**config.mk**
```make
export PLATFORM = sky130hd
export DESIGN_NAME = soc_decerr_slave
export DESIGN_NICKNAME = d
export VERILOG_FILES = /design/src/rtl/soc_decerr_slave.sv
export SDC_FILE = /design/constraint.sdc
export NUM_CORES = 1
export LEC_CHECK = 0
export ABC_AREA = 1
export BUFFER_PORTS_ARGS = -buffer_cell sky130_fd_sc_hd__buf_4
export CAP_MARGIN = 0
export CELL_PAD_IN_SITES_DETAIL_PLACEMENT = 1
export CELL_PAD_IN_SITES_GLOBAL_PLACEMENT = 2
export CORE_MARGIN = 2
export CORE_UTILIZATION = 22
export DETAILED_ROUTE_END_ITERATION = 6
export PLACE_DENSITY = 0.88
export SYNTH_ARGS = -nofsm -noshare
export SYNTH_HDL_FRONTEND = slang
export SYNTH_SLANG_ARGS = --single-unit
export TNS_END_PERCENT = 10
```
**constraint.sdc**
```tcl
create_clock -name clk_i -period 3 [get_ports clk_i]
set_input_delay 0.75 -clock clk_i [delete_from_list [all_inputs] [get_ports clk_i]]
set_output_delay 0.75 -clock clk_i [all_outputs]
set_load 0.1 [all_outputs]
```
**src/rtl/soc_decerr_slave.sv**
```systemverilog
// AXI4 default slave: answers every write and read with DECERR and records
// the address and a saturating count of the faulting requests for debug.
module soc_decerr_slave #(
    parameter int unsigned           ID_WIDTH   = 5,
    parameter int unsigned           DATA_WIDTH = 64,
    parameter logic [DATA_WIDTH-1:0] RDATA      = 64'hBADC_AB1E_BADC_AB1E
) (
    input  logic                  clk_i,
    input  logic                  rst_ni,
    input  logic                  aw_valid_i,
    output logic                  aw_ready_o,
    input  logic [ID_WIDTH-1:0]   aw_id_i,
    input  logic [63:0]           aw_addr_i,
    input  logic [7:0]            aw_len_i,
    input  logic                  w_valid_i,
    output logic                  w_ready_o,
    input  logic                  w_last_i,
    output logic                  b_valid_o,
    input  logic                  b_ready_i,
    output logic [ID_WIDTH-1:0]   b_id_o,
    output logic [1:0]            b_resp_o,
    input  logic                  ar_valid_i,
    output logic                  ar_ready_o,
    input  logic [ID_WIDTH-1:0]   ar_id_i,
    input  logic [63:0]           ar_addr_i,
    input  logic [7:0]            ar_len_i,
    output logic                  r_valid_o,
    input  logic                  r_ready_i,
    output logic [ID_WIDTH-1:0]   r_id_o,
    output logic [DATA_WIDTH-1:0] r_data_o,
    output logic [1:0]            r_resp_o,
    output logic                  r_last_o,
    output logic [63:0]           err_addr_o,
    output logic [15:0]           err_cnt_o
);

    typedef enum logic [1:0] {
        W_IDLE = 2'd0,
        W_DATA = 2'd1,
        W_RESP = 2'd2
    } w_state_e;

    typedef enum logic {
        R_IDLE = 1'b0,
        R_DATA = 1'b1
    } r_state_e;

    localparam logic [1:0] RESP_DECERR = 2'b11;

    w_state_e              w_state_q;
    r_state_e              r_state_q;
    logic [ID_WIDTH-1:0]   b_id_q;
    logic [ID_WIDTH-1:0]   r_id_q;
    logic [7:0]            r_cnt_q;
    logic [63:0]           err_addr_q;
    logic [63:0]           err_addr_d;
    logic [15:0]           err_cnt_q;
    logic [15:0]           err_cnt_d;
    logic [16:0]           err_sum;
    logic                  aw_hs;
    logic                  ar_hs;
    logic                  unused_aw_len;

    // Burst length of writes is taken from w_last, so the AW length is unused.
    assign unused_aw_len = ^aw_len_i;

    // Handshake signals decode state only; reset gates them off immediately.
    assign aw_ready_o = rst_ni && (w_state_q == W_IDLE);
    assign w_ready_o  = rst_ni && (w_state_q == W_DATA);
    assign b_valid_o  = rst_ni && (w_state_q == W_RESP);
    assign ar_ready_o = rst_ni && (r_state_q == R_IDLE);
    assign r_valid_o  = rst_ni && (r_state_q == R_DATA);

    assign b_id_o     = b_id_q;
    assign b_resp_o   = RESP_DECERR;
    assign r_id_o     = r_id_q;
    assign r_data_o   = RDATA;
    assign r_resp_o   = RESP_DECERR;
    assign r_last_o   = (r_state_q == R_DATA) && (r_cnt_q == 8'd0);
    assign err_addr_o = err_addr_q;
    assign err_cnt_o  = err_cnt_q;

    assign aw_hs = aw_valid_i && aw_ready_o;
    assign ar_hs = ar_valid_i && ar_ready_o;

    always_ff @(posedge clk_i) begin
        if (!rst_ni) begin
            w_state_q <= W_IDLE;
            b_id_q    <= '0;
        end else begin
            case (w_state_q)
                W_IDLE: begin
                    if (aw_valid_i) begin
                        b_id_q    <= aw_id_i;
                        w_state_q <= W_DATA;
                    end
                end
                W_DATA: begin
                    if (w_valid_i && w_last_i) begin
                        w_state_q <= W_RESP;
                    end
                end
                W_RESP: begin
                    if (b_ready_i) begin
                        w_state_q <= W_IDLE;
                    end
                end
                default: w_state_q <= W_IDLE;
            endcase
        end
    end

    always_ff @(posedge clk_i) begin
        if (!rst_ni) begin
            r_state_q <= R_IDLE;
            r_id_q    <= '0;
            r_cnt_q   <= 8'd0;
        end else begin
            case (r_state_q)
                R_IDLE: begin
                    if (ar_valid_i) begin
                        r_id_q    <= ar_id_i;
                        r_cnt_q   <= ar_len_i;
                        r_state_q <= R_DATA;
                    end
                end
                R_DATA: begin
                    if (r_ready_i) begin
                        if (r_cnt_q == 8'd0) begin
                            r_state_q <= R_IDLE;
                        end else begin
                            r_cnt_q <= r_cnt_q - 8'd1;
                        end
                    end
                end
            endcase
        end
    end

    // Simultaneous AW and AR add two; the write address is the one recorded.
    always_comb begin
        err_sum    = {1'b0, err_cnt_q} + {16'd0, aw_hs} + {16'd0, ar_hs};
        err_cnt_d  = err_sum[16] ? 16'hFFFF : err_sum[15:0];
        err_addr_d = err_addr_q;
        if (aw_hs) begin
            err_addr_d = aw_addr_i;
        end else if (ar_hs) begin
            err_addr_d = ar_addr_i;
        end
    end

    always_ff @(posedge clk_i) begin
        if (!rst_ni) begin
            err_addr_q <= 64'd0;
            err_cnt_q  <= 16'd0;
        end else begin
            err_addr_q <= err_addr_d;
            err_cnt_q  <= err_cnt_d;
        end
    end

endmodule

```
==> summary.md <==
| Metric | Value |
|---|---|
| Commonest cells after routing, fill and taps aside | `buf_4 (257), nand2_1 (191), dfxtp_1 (101)` |
| Final Util | `30.4%` |
| Synthesized flop and latch total | `101` |
| Num CTS Buffers | `9` |
| Netlist Area Pre-Place | `5780 um^2` |
| Hold_buf cts | `0` |
| H-tree depth | `3` |
| WS Path Type | `register to register` |
| Post-synth cell types | `33` |
| Grt ovf | `0` |
| CORE AREA | `25900 um^2` |
| CTS tree | `done` |
| Worst Setup Slack, final | `0.365 ns` |
| Commonest non-fill, non-tap cell in the layout | `buf_4` |
| Final Max Tran Viols | `0` |
| Data arrival, critical path | `2.93 ns` |
| Tmin final | `2.63 ns` |
| Worst-margin pin slew | `0.774 ns` |
| Max-slew headroom | `48.4%` |
| Startpoint Class | `register` |
| Clk Latency, worst-skew pair | `0.34 ns` |
| Fmax | `380 MHz` |
| Final-report hold violation count | `0` |
| Clock sinks | `101` |
| Cell row count | `59` |
| First-pass GRT wire length | `30400 um` |
| Vias in the first global route | `5808` |
| Clock Path Buffers | `2` |
| CTS clock-pin slew for the worst setup and hold paths | `0.08 ns` |
| R2R depth | `13` |
| Hold Path Depth | `2` |
| Average routed wire per standard cell | `13.9 um` |
| Die width | `166 um` |
| First drt pass iteration count | `4` |
| Area grow syn2layout | `36.4%` |
| Antenna viol nets, final | `0` |
| Gp weighted congestion | `0.752` |
| Unrepaired setup endpoints after global routing | `no` |
| DR vias/cell | `4.14` |
| Synth top area share | `35.0%` |
| Syn. warnings | `0` |
| Final cycle utilization of the critical path | `87.8%` |
| I/O pins | `326` |
| Die area | `27600 um^2` |
| Max Cap Viol | `0` |
| Final #Nets | `1233` |
| Starting density of the core | `22.3%` |
| HP Class | `register to register` |
| CP Capture Type | `register` |
| Layout cells sized above 1 | `31.9%` |
| Final Skew | `0.00964 ns` |
| Fin Setup TNS | `0 ns` |
| Total track usage | `13.8%` |
| Post-detail-place hpwl | `14000 um` |
| Cts repair resizes | `0` |
| DR iter-0 viols | `256` |
| Power per Cell Area | `608 nW/um^2` |
| DP Worst Slack | `0.0226 ns` |
| Final setup vio count | `0` |
| PortBufs | `249` |
| # Post-CTS Setup Buffers | `0` |
| Chip Height | `166 um` |
| CTS Root Buffer Type | `clkbuf_16` |
| Drt drc | `0` |
| Syn Inst Count | `841` |
| ANT cells | `0` |
| Routed wire length | `19600 um` |
| Sequential area share after synthesis | `35.0%` |
| Vias after detailed routing | `5822` |
| Initial antenna violation count | `0` |
| Largest net degree at the start of global routing | `66` |
| Crit path max fanout | `14` |
| Outcome | `complete, no violations` |
| Cell taking the most area after synthesis | `dfxtp_1` |
| Leakage | `4.13 nW` |
| Mean area per synthesized cell | `6.87 um^2` |
| Critical Path RT | `3.30 ns` |
| VDD IR max | `0.190 mV` |
| Ranking of synthesized cells by area | `dfxtp_1 (35%), nand2_1 (12%), buf_4 (11%)` |
worst paths after layout:
kind         startpoint  slack, ns      endpoint
max reg2reg   r_state_q       0.37  err_cnt_o[9]
max           r_state_q       0.37  err_cnt_o[9]
min           b_id_o[0]       0.50     b_id_o[0]
min reg2reg   b_id_o[0]       0.50     b_id_o[0]
sequential cells by signal, summed over array words and instances, names as in the netlist:
register,flops
w_state_q,2
r_cnt_q,8
b_id_o,5
r_id_o,5
r_state_q,1
err_addr_o,64
err_cnt_o,16
cell usage after synthesis:
cell type	n
nand2_1	191
buf_6	1
nand3_1	21
inv_4	1
o21ai_0	19
a21oi_1	81
nand4_2	1
or2_2	2
fa_1	1
o32ai_1	1
nand3b_1	2
xnor2_1	2
nand4_1	3
dfxtp_1	101
nand3_2	1
nor2_1	63
nor2_2	51
nor2_8	1
buf_12	6
nor3_1	4
nand2_4	1
inv_6	2
ha_1	3
clkbuf_1	5
xor2_1	5
conb_1	2
inv_2	2
buf_4	82
inv_1	98
nor2_4	2
nand2_2	2
buf_2	16
o21ai_1	68
area by class of cell:
type | instances | area (um^2)
clock buffers | 10 | 239
well taps | 335 | 419
repair buffers | 259 | 1970
multi-input cells | 593 | 2770
fillers | 3342 | 18000
clock inverters | 6 | 61.3
inverters | 103 | 399
flip-flops and latches | 101 | 2020
power breakdown:
part / switching (mW) / internal (mW)
Clock: 0.553 / 0.670
Combinational: 1.59 / 0.449
Sequential: 0.0730 / 1.46
through the flow:
step / hold slack, ns / instances / total power [mW] / cell area, um^2
final: 0.499 / 1407 / 4.79 / 7880
after floorplan: 0.466 / 907 / 3.23 / 6030
after global placement: 0.465 / 1391 / 3.59 / 7580
after detailed placement: 0.483 / 1391 / 3.62 / 7580
after CTS: 0.501 / 1407 / 4.88 / 7880
after global routing: 0.517 / 1407 / 5.06 / 7880
worst max-delay path, stage by stage, from the launching register on:
cell and delay, ns:
dfxtp_1 0.32, inv_2 0.18, nand2_2 0.18, nor2_4 0.12
inv_1 0.07, fa_1 0.38, inv_1 0.09, ha_1 0.22
nand3_2 0.13, nor2_4 0.21, nand4_2 0.35, nand3b_1 0.21
nand2_1 0.06, inv_1 0.06
kinds of logic (layout without fill, tap and decap cells):
logic type	Yosys count	count (layout)	synth area share [%]
compound gates	169	169	14.7
xor+xnor	7	7	1.06
fa+ha+maj	4	4	0.997
buf+inv	213	378	21.6
flops	101	101	35.0
other cells	2	68	0.130
simple gates	345	345	26.5
per-layer routing:
| metal | track usage, % | routed length, um |
|---|---|---|
| met5 | 0 | 0 |
| met4 | 2.61 | 155 |
| met3 | 3.69 | 1230 |
| met2 | 24.3 | 9670 |
| met1 | 16.8 | 8550 |
Note: power is estimated with default switching activity, not from simulation.
